[src/rtl/alu_issue_pkg.sv]
// Shared ALU encodings and RV32I ALU-class decode constants for the issue stage.
package alu_issue_pkg;

  typedef enum logic [3:0] {
    OpAdd  = 4'd0,
    OpSub  = 4'd1,
    OpSll  = 4'd2,
    OpSlt  = 4'd3,
    OpSltu = 4'd4,
    OpXor  = 4'd5,
    OpSrl  = 4'd6,
    OpSra  = 4'd7,
    OpOr   = 4'd8,
    OpAnd  = 4'd9
  } op_sel_e;

  localparam logic [6:0] OpcOp    = 7'b0110011;
  localparam logic [6:0] OpcOpImm = 7'b0010011;
  localparam logic [6:0] OpcLui   = 7'b0110111;
  localparam logic [6:0] OpcAuipc = 7'b0010111;

  localparam logic [6:0] F7Base = 7'b0000000;
  localparam logic [6:0] F7Alt  = 7'b0100000;

  typedef enum logic [1:0] {ASelZero, ASelRs1, ASelPc} a_sel_e;
  typedef enum logic [1:0] {BSelZero, BSelRs2, BSelImm} b_sel_e;

  typedef struct packed {
    op_sel_e     op_sel;
    logic [31:0] opd_a;
    logic [31:0] opd_b;
    logic [4:0]  rd;
    logic        illegal;
  } entry_t;

  localparam entry_t EntryRst = '{op_sel: OpAdd, opd_a: '0, opd_b: '0, rd: '0, illegal: 1'b0};

  // Base (funct7 = 0) operation for a funct3 value.
  function automatic op_sel_e f3_to_op(input logic [2:0] f3);
    op_sel_e op;
    unique case (f3)
      3'd0:    op = OpAdd;
      3'd1:    op = OpSll;
      3'd2:    op = OpSlt;
      3'd3:    op = OpSltu;
      3'd4:    op = OpXor;
      3'd5:    op = OpSrl;
      3'd6:    op = OpOr;
      default: op = OpAnd;
    endcase
    return op;
  endfunction

endpackage

[src/rtl/alu_issue_decode.sv]
// Combinational RV32I ALU-class decoder: operation, operand selects, immediate, legality.
module alu_issue_decode
  import alu_issue_pkg::*;
(
  input  logic [31:0] instr_i,
  output op_sel_e     op_sel_o,
  output a_sel_e      a_sel_o,
  output b_sel_e      b_sel_o,
  output logic [31:0] imm_o,
  output logic [4:0]  rd_o,
  output logic        illegal_o
);

  logic [6:0]  opcode;
  logic [2:0]  funct3;
  logic [6:0]  funct7;
  logic [31:0] imm_i;
  logic [31:0] imm_sh;
  logic [31:0] imm_u;
  logic        legal;

  assign opcode = instr_i[6:0];
  assign funct3 = instr_i[14:12];
  assign funct7 = instr_i[31:25];
  assign imm_i  = {{20{instr_i[31]}}, instr_i[31:20]};
  assign imm_sh = {27'b0, instr_i[24:20]};
  assign imm_u  = {instr_i[31:12], 12'b0};

  always_comb begin
    op_sel_o = OpAdd;
    a_sel_o  = ASelZero;
    b_sel_o  = BSelZero;
    imm_o    = '0;
    legal    = 1'b0;
    case (opcode)
      OpcOp: begin
        a_sel_o  = ASelRs1;
        b_sel_o  = BSelRs2;
        op_sel_o = f3_to_op(funct3);
        if (funct7 == F7Base) begin
          legal = 1'b1;
        end else if (funct7 == F7Alt && funct3 == 3'd0) begin
          legal    = 1'b1;
          op_sel_o = OpSub;
        end else if (funct7 == F7Alt && funct3 == 3'd5) begin
          legal    = 1'b1;
          op_sel_o = OpSra;
        end
      end
      OpcOpImm: begin
        a_sel_o  = ASelRs1;
        b_sel_o  = BSelImm;
        op_sel_o = f3_to_op(funct3);
        imm_o    = imm_i;
        if (funct3 == 3'd1) begin
          imm_o = imm_sh;
          legal = (funct7 == F7Base);
        end else if (funct3 == 3'd5) begin
          imm_o = imm_sh;
          legal = (funct7 == F7Base) || (funct7 == F7Alt);
          if (funct7 == F7Alt) op_sel_o = OpSra;
        end else begin
          legal = 1'b1;
        end
      end
      OpcLui: begin
        b_sel_o = BSelImm;
        imm_o   = imm_u;
        legal   = 1'b1;
      end
      OpcAuipc: begin
        a_sel_o = ASelPc;
        b_sel_o = BSelImm;
        imm_o   = imm_u;
        legal   = 1'b1;
      end
      default: ;
    endcase
    // Illegal instructions still flow downstream, but as an inert ADD 0,0 to x0.
    if (!legal) begin
      op_sel_o = OpAdd;
      a_sel_o  = ASelZero;
      b_sel_o  = BSelZero;
      imm_o    = '0;
    end
  end

  assign illegal_o = ~legal;
  assign rd_o      = legal ? instr_i[11:7] : 5'd0;

endmodule

[src/rtl/alu_issue.sv]
// Register-to-ALU issue stage: decode, writeback forwarding and a two-entry skid
// buffer presenting stable operands to the combinational ALU.
module alu_issue
  import alu_issue_pkg::*;
#(
  parameter int unsigned XLEN = 32
) (
  input  logic            clk,
  input  logic            rst,
  input  logic            in_valid,
  output logic            in_ready,
  input  logic [31:0]     instr,
  input  logic [XLEN-1:0] pc,
  input  logic [XLEN-1:0] rs1_data,
  input  logic [XLEN-1:0] rs2_data,
  input  logic            fwd_en,
  input  logic [4:0]      fwd_rd,
  input  logic [XLEN-1:0] fwd_data,
  input  logic            flush,
  output logic            out_valid,
  input  logic            out_ready,
  output logic [XLEN-1:0] opdA,
  output logic [XLEN-1:0] opdB,
  output logic [3:0]      op_sel,
  output logic [4:0]      rd,
  output logic            illegal
);

  typedef enum logic [1:0] {StEmpty, StOne, StTwo} state_e;

  state_e state_q, state_d;
  entry_t out_q, out_d;
  entry_t skid_q, skid_d;

  op_sel_e         dec_op;
  a_sel_e          dec_a_sel;
  b_sel_e          dec_b_sel;
  logic [31:0]     dec_imm;
  logic [4:0]      dec_rd;
  logic            dec_illegal;
  logic [XLEN-1:0] rs1_val, rs2_val;
  entry_t          new_entry;
  logic            accept;

  alu_issue_decode u_decode (
    .instr_i   (instr),
    .op_sel_o  (dec_op),
    .a_sel_o   (dec_a_sel),
    .b_sel_o   (dec_b_sel),
    .imm_o     (dec_imm),
    .rd_o      (dec_rd),
    .illegal_o (dec_illegal)
  );

  // Writeback result bypasses the register file; x0 is never forwarded.
  assign rs1_val = (fwd_en && fwd_rd != 5'd0 && fwd_rd == instr[19:15]) ? fwd_data : rs1_data;
  assign rs2_val = (fwd_en && fwd_rd != 5'd0 && fwd_rd == instr[24:20]) ? fwd_data : rs2_data;

  always_comb begin
    new_entry         = EntryRst;
    new_entry.op_sel  = dec_op;
    new_entry.rd      = dec_rd;
    new_entry.illegal = dec_illegal;
    unique case (dec_a_sel)
      ASelRs1: new_entry.opd_a = rs1_val;
      ASelPc:  new_entry.opd_a = pc;
      default: new_entry.opd_a = '0;
    endcase
    unique case (dec_b_sel)
      BSelRs2: new_entry.opd_b = rs2_val;
      BSelImm: new_entry.opd_b = dec_imm;
      default: new_entry.opd_b = '0;
    endcase
  end

  assign accept = in_valid && in_ready && !flush;

  always_comb begin
    state_d = state_q;
    out_d   = out_q;
    skid_d  = skid_q;
    if (flush) begin
      state_d = StEmpty;
    end else begin
      unique case (state_q)
        StEmpty: begin
          if (accept) begin
            state_d = StOne;
            out_d   = new_entry;
          end
        end
        StOne: begin
          if (accept && out_ready) begin
            out_d = new_entry;
          end else if (accept) begin
            skid_d  = new_entry;
            state_d = StTwo;
          end else if (out_ready) begin
            state_d = StEmpty;
          end
        end
        StTwo: begin
          if (out_ready) begin
            out_d   = skid_q;
            state_d = StOne;
          end
        end
        default: state_d = StEmpty;
      endcase
    end
  end

  always_ff @(posedge clk) begin
    if (rst) begin
      state_q <= StEmpty;
      out_q   <= EntryRst;
      skid_q  <= EntryRst;
    end else begin
      state_q <= state_d;
      out_q   <= out_d;
      skid_q  <= skid_d;
    end
  end

  assign in_ready  = (state_q != StTwo);
  assign out_valid = (state_q != StEmpty);
  assign opdA      = out_q.opd_a;
  assign opdB      = out_q.opd_b;
  assign op_sel    = out_q.op_sel;
  assign rd        = out_q.rd;
  assign illegal   = out_q.illegal;

endmodule

[config.mk]
export PLATFORM = sky130hd
export DESIGN_NAME = alu_issue
export DESIGN_NICKNAME = d
export VERILOG_FILES = /design/src/rtl/alu_issue_pkg.sv /design/src/rtl/alu_issue_decode.sv /design/src/rtl/alu_issue.sv
export SDC_FILE = /design/constraint.sdc
export NUM_CORES = 1
export LEC_CHECK = 0
export CAP_MARGIN = 10
export CORE_UTILIZATION = 54
export CTS_CLUSTER_DIAMETER = 150
export CTS_CLUSTER_SIZE = 24
export DETAILED_ROUTE_END_ITERATION = 10
export PLACE_DENSITY = 0.88
export SLEW_MARGIN = 20
export SYNTH_ARGS = -nofsm -noshare
export SYNTH_HDL_FRONTEND = slang
export SYNTH_SLANG_ARGS = --single-unit
[constraint.sdc]
create_clock -name clk -period 9.2 [get_ports clk]
set_input_delay 1.38 -clock clk [delete_from_list [all_inputs] [get_ports clk]]
set_output_delay 1.38 -clock clk [all_outputs]
set_load 0.02 [all_outputs]
==> results by group, run 1 <==
Placement
  • Port bufs: 246
  • Dpl ws: 3.66 ns
  • Placed instance count: 1567
  • Gpl congestion: 0.973
  • DP Wirelength: 22400 µm

Timing
  • Total negative slack: 0 ns
  • Slew HR: 23.4%
  • Setup WS post-layout: 3.93 ns
  • Worst slew pin tran: 1.14 ns
  • RSZ-0062 raised after global routing: false
  • Fin crit share: 57.3%
  • Fmax: 190 MHz
  • Final hold vios: 0
  • Min Tclk post-route: 5.27 ns
  • Clock skew: 0.00588 ns
  • Fin. max-slew vios: 0
  • Final setup viols: 0

Route
  • DRT antenna net count: 0
  • # DRC: 0
  • Routed vias/inst: 6.69
  • 1st-pass router iterations: 6
  • Final wirelength: 34200 µm
  • Routed WL per cell: 21.4 µm
  • First DRT Iteration DRCs: 1184
  • Vias: 10711

Global route
  • Largest net degree at the start of global routing: 87
  • Vias in the first global route: 9995
  • GR Overflow Total: 0
  • Initial antenna violation count: 0
  • First-pass GRT wire length: 53200 µm
  • GRT Overall Usage: 37.8%

Clocking
  • Cts bufs inserted: 17
  • Hold Buf Count CTS: 0
  • Setup Fix Bufs, Post-CTS: 0
  • Clk slew on worst S/H paths: 0.06 ns
  • Post-cts sizing count: 0
  • H-tree lvl count: 4
  • Clk buf depth: 2
  • TritonCTS clock tree: yes
  • CTS sink count: 150
  • Worst skew pair latency: 0.43 ns
  • Clk root buf: clkbuf_16

Setup path
  • Setup Crit Path Kind: in2reg
  • Critical Path Sink Type: flip-flop
  • CP Launch Type: primary input
  • CP Max Fanout: 55
  • Crit path arrival time: 5.62 ns
  • CP required: 9.55 ns

Cells and area
  • Share of layout cells above drive strength 1: 10.1%
  • Multi-input logic area: 0.00580 mm²
  • Antenna diode count: 0
  • P&R area growth vs syn: 32.1%
  • Final nets: 1542
  • FF+latch area: 0.00300 mm²
  • Fin cells: 1600
  • Fillers: 1258

Logic synthesis
  • Syn nets: 1381
  • Ranking of synthesized cells by area: dfxtp_1 32%, a21oi_1 7.0%, mux2i_1 6.5%
  • Asr flop ratio synth: 0%
  • Netlist cell types: 61
  • Most common cell in the netlist: dfxtp_1
  • Post-Synthesis Cells: 1206
  • Ys Warns: 0
  • Top cell type's share of synthesized area: 32.1%
  • Seq/Total Area, Yosys: 32.1%
  • Top_reg_cell synth: dfxtp_1
  • Post-synth top area cell: dfxtp_1
  • Mapped cell area: 0.00936 mm²
  • Mean post-synth cell area: 7.76 µm²
  • Count of flip-flops with a built-in enable after synthesis: 0
  • Top cells by instance count after synthesis: 150 x dfxtp_1, 130 x a21oi_1, 106 x nand2_1
  • Seq cells post-synth: 150

Power
  • Peak VDD IR: 143 µV
  • Leak Pwr: 4.37 nW
  • Power density cells: 138 mW/mm²

Die
  • Initial Utilization: 55.8%
  • IO Pins: 247
  • Die ar.: 0.0179 mm²
  • Die height: 134 µm
  • Core Box Area: 0.0168 mm²
  • Rows: 47
  • Die width: 134 µm

Run status
  • Status: finished clean

Job
  • Maxcap violations: 0

Min path
  • Hold Path Class: reg2reg
[cell families (layout without fill, tap and decap cells)]
kind of cell,Yosys count,count (layout),synth area share [%]
AOI/OAI and AO/OA,410,410,29.2
xor gates and xnor gates,10,10,0.936
adders and majority gates,4,4,0.535
buffers and inverters,142,316,6.47
DFF,150,150,32.1
muxes,94,94,10.5
and+or+nand+nor,396,396,20.2
[report_power, final]
group / internal (W) / total, W / switching (W)
sequential: 0.000666 / 0.000677 / 0.0000106
clock: 0.000450 / 0.000744 / 0.000294
combinational: 0.000131 / 0.000292 / 0.000161
[stage by stage]
stage	instance area [µm²]	util (%)	hold WS [ns]	total power, W
6_report	12400	73.8	0.460	0.00171
5_1_grt	12400	73.8	0.478	0.00176
4_1_cts	12300	73.7	0.458	0.00170
3_5_place_dp	11700	70.0	0.451	0.000972
3_3_place_gp	11700	70.0	0.441	0.000969
2_1_floorplan	9360	-	0.432	0.000812
[cells in the final DEF (no fill, tap or decap), types with 8 or more instances in the layout]
| cell | Yosys | layout |
|---|---|---|
| mux2_2 | 33 | 33 |
| and3_1 | 34 | 34 |
| a211oi_1 | 13 | 13 |
| a311oi_1 | 19 | 19 |
| o22ai_1 | 40 | 40 |
| o211ai_1 | 12 | 12 |
| xnor2_1 | 8 | 8 |
| nor3_1 | 70 | 70 |
| a31oi_1 | 14 | 14 |
| a22oi_1 | 10 | 10 |
| nand2_1 | 106 | 105 |
| clkbuf_16 | 0 | 17 |
| inv_1 | 19 | 18 |
| dfxtp_1 | 150 | 150 |
| buf_4 | 6 | 17 |
| nand3_1 | 70 | 70 |
| mux2i_1 | 61 | 61 |
| a32oi_1 | 19 | 19 |
| nor2_1 | 74 | 72 |
| o21ai_0 | 88 | 88 |
| a21oi_1 | 130 | 129 |
| o221ai_1 | 13 | 13 |
| clkdlybuf4s50_1 | 0 | 245 |
| a211oi_2 | 25 | 25 |
[final cells by class]
| cell class | count | area share [%] |
|---|---|---|
| tap | 220 | 2.23 |
| multi-input combinational | 914 | 46.9 |
| clock buffer | 17 | 3.44 |
| sequential | 150 | 24.3 |
| clock inverter | 15 | 1.51 |
| inverter | 20 | 0.607 |
| timing repair buffer | 264 | 21.0 |
[critical path: stages]
cell	delay (ns)
clkdlybuf4s50_1	0.57
nand2b_1	0.50
a31oi_2	0.56
nor2_1	0.10
o21ai_0	0.26
ha_2	0.95
nor2b_2	0.42
buf_4	0.35
nand2_1	0.10
nor3_1	0.15
a31oi_1	0.10
a22oi_1	0.19
[registers in the layout, summed over array words and instances (netlist names)]
signal   cells
op_sel       4
skid_q      74
rd           5
illegal      1
opdA        32
opdB        32
state_q      2
[path summary, 6_finish.rpt]
path / start / endpoint / slack (ns) / depth (start not counted)
max reg2reg: state_q[0] / opdB[29] / 6.46 / 9
min: skid_q[73] / skid_q[73] / 0.46 / 2
min reg2reg: skid_q[73] / skid_q[73] / 0.46 / 2
max: instr[13] / opdB[2] / 3.93 / 12
[routing by layer]
layer,global-route usage [%],vias up,part of all wire [%]
met3,10.5,126,14
met4,19.1,0,4.1
li1,-,4815,-
met5,0,-,0
met2,59.6,859,45
met1,47.3,4911,37
Note: power is estimated with default switching activity, not from simulation.
==> inputs of run 2 (changes only) <==
--- a/config.mk
+++ b/config.mk
@@ -6,11 +6,11 @@
 export NUM_CORES = 1
 export LEC_CHECK = 0
 export CAP_MARGIN = 10
-export CORE_UTILIZATION = 54
+export CORE_UTILIZATION = 45
 export CTS_CLUSTER_DIAMETER = 150
 export CTS_CLUSTER_SIZE = 24
 export DETAILED_ROUTE_END_ITERATION = 10
-export PLACE_DENSITY = 0.88
+export PLACE_DENSITY = 0.78
 export SLEW_MARGIN = 20
 export SYNTH_ARGS = -nofsm -noshare
 export SYNTH_HDL_FRONTEND = slang
==> constraint.sdc (replaced) <==
create_clock -name clk -period 4.34 [get_ports clk]
set_input_delay 0.651 -clock clk [delete_from_list [all_inputs] [get_ports clk]]
set_output_delay 0.651 -clock clk [all_outputs]
set_load 0.02 [all_outputs]
==> results by group, run 2 (synthesis results as in run 1) <==
Placement
  • Port bufs: 246
  • Dpl ws: 0.645 ns
  • DP Wirelength: 23900 µm
  • Placed instance count: 1634
  • Gpl congestion: 0.925

Timing
  • Fin crit share: 77.6%
  • Clock skew: 0.00950 ns
  • RSZ-0062 raised after global routing: false
  • Final hold vios: 0
  • Total negative slack: 0 ns
  • Fin. max-slew vios: 0
  • Fmax: 297 MHz
  • Min Tclk post-route: 3.37 ns
  • Slew HR: 28.0%
  • Setup WS post-layout: 0.971 ns
  • Fin Hold WS: 0.454 ns
  • Worst slew pin tran: 1.08 ns
  • Final setup viols: 0

Clocking
  • Setup Fix Bufs, Post-CTS: 0
  • H-tree lvl count: 4
  • Clk slew on worst S/H paths: 0.06 ns
  • Cts bufs inserted: 17
  • Clk root buf: clkbuf_16
  • CTS sink count: 150
  • TritonCTS clock tree: yes
  • Hold Buf Count CTS: 0
  • Worst skew pair latency: 0.43 ns
  • Post-cts sizing count: 0
  • Clk buf depth: 2

Cells and area
  • Fin cells: 1666
  • Most frequent cells in the layout: 245 x clkdlybuf4s50_1, 150 x dfxtp_1, 129 x a21oi_1, 105 x nand2_1, 88 x o21ai_0
  • Antenna diode count: 0
  • Max FFs per register: 74
  • Most common cell after layout, fill and taps aside: clkdlybuf4s50_1
  • P&R area growth vs syn: 34.4%
  • Biggest register: skid_q
  • Share of layout cells above drive strength 1: 11.0%
  • Final nets: 1558
  • Fillers: 1824

Die
  • Rows: 52
  • Initial Utilization: 46.1%
  • Core Box Area: 0.0203 mm²
  • Die width: 146 µm
  • Die ar.: 0.0214 mm²
  • Die height: 146 µm
  • IO Pins: 247

Setup path
  • Critical Path Sink Type: flip-flop
  • Crit path arrival time: 3.71 ns
  • Crit-path cells: clkdlybuf4s50_1, or3b_1, nor3_1, nand2_1, inv_1, ha_2, and4b_1, nand2_1, buf_4, nor2_1, a22oi_1, o22ai_1
  • CP required: 4.69 ns
  • CP Launch Type: primary input
  • Critical path's most frequent cell: nand2_1
  • Setup Crit Path Kind: in2reg
  • CP max stage cell: clkdlybuf4s50_1
  • CP peak stage delay: 0.47 ns
  • CP Max Fanout: 21

Global route
  • First-pass GRT wire length: 55200 µm
  • Largest net degree at the start of global routing: 75
  • Vias in the first global route: 10079
  • GR Overflow Total: 0
  • Initial antenna violation count: 1
  • GRT Overall Usage: 32.6%

Run status
  • Status: finished clean

Route
  • DRT antenna net count: 0
  • Vias: 10577
  • Routed vias/inst: 6.35
  • 1st-pass router iterations: 6
  • First DRT Iteration DRCs: 1149
  • Routed WL per cell: 21.4 µm
  • Final wirelength: 35700 µm
  • # DRC: 0

Power
  • Leak Pwr: 4.45 nW
  • Clk network pwr share: 42.5%
  • Power density cells: 285 mW/mm²
  • Peak VDD IR: 271 µV
  • Switch share: 27.6%
  • Switching power: 0.000988 W
  • Design Power: 0.00358 W
  • Combinational group share of total power: 17.5%
  • Sequential share of power: 40.0%
  • Internal Power: 0.00259 W

Job
  • Maxcap violations: 0

Min path
  • Hold Path Class: reg2reg
run 2: cell types whose count changed in the layout (fill, tap and decap cells not counted), sizes merged:
cell / previous run / this run
clkinv: 8 / 6
clkinvlp: 3 / 1
inv: 20 / 22
buf: 19 / 35
clkbuf: 17 / 21
bufinv: 4 / 2
run 2: power groups by stage:
| stage | sequential, W | combinational [W] | clock (W) |
|---|---|---|---|
| global route | 0.00144 | 0.000659 | 0.00159 |
| finish | 0.00143 | 0.000625 | 0.00152 |
| detailed placement | 0.00146 | 0.000613 | 0 |
| global placement | 0.00146 | 0.000607 | 0 |
| CTS | 0.00143 | 0.000617 | 0.00152 |
| floorplan | 0.00150 | 0.000225 | 0 |
run 2: worst max-delay path, delay by kind of cell:
kind | cells | cell delay [ns]
AND/OR/NAND/NOR | 6 | 1.65
adder cells (fa/ha/maj) | 1 | 0.29
buffers and inverters | 3 | 0.81
AO/OA/AOI/OAI | 2 | 0.32
run 2: final cells by class:
| cell class | count | area, µm² | area share (%) |
|---|---|---|---|
| timing repair buffer | 280 | 2770 | 22.0 |
| tap | 270 | 338 | 2.69 |
| multi-input combinational | 914 | 5800 | 46.1 |
| inverter | 20 | 75.1 | 0.597 |
| clock buffer | 21 | 470 | 3.74 |
| sequential | 150 | 3000 | 23.9 |
| clock inverter | 11 | 123 | 0.975 |
run 2: per-layer routing:
metal | GRT usage [%] | wire [µm] | up-vias
met5 | 0 | 13 | -
met4 | 13.5 | 1200 | 2
met3 | 8.91 | 4310 | 80
met2 | 51.3 | 15900 | 653
met1 | 42.0 | 14300 | 4989
li1 | - | - | 4853
run 2: final timing paths:
kind               from          to  slack (ns)  depth (start not counted)
max            instr[4]  skid_q[25]        0.97                         12
min          skid_q[73]  skid_q[73]        0.45                          2
max reg2reg  state_q[1]    opdB[22]        1.84                          5
min reg2reg  skid_q[73]  skid_q[73]        0.45                          2
run 2: metrics by stage:
step	utilization [%]	area (µm²)
6_report	62.0	12600
5_1_grt	62.0	12600
4_1_cts	62.0	12600
3_5_place_dp	59.0	12000
3_3_place_gp	59.0	12000
2_1_floorplan	-	9360
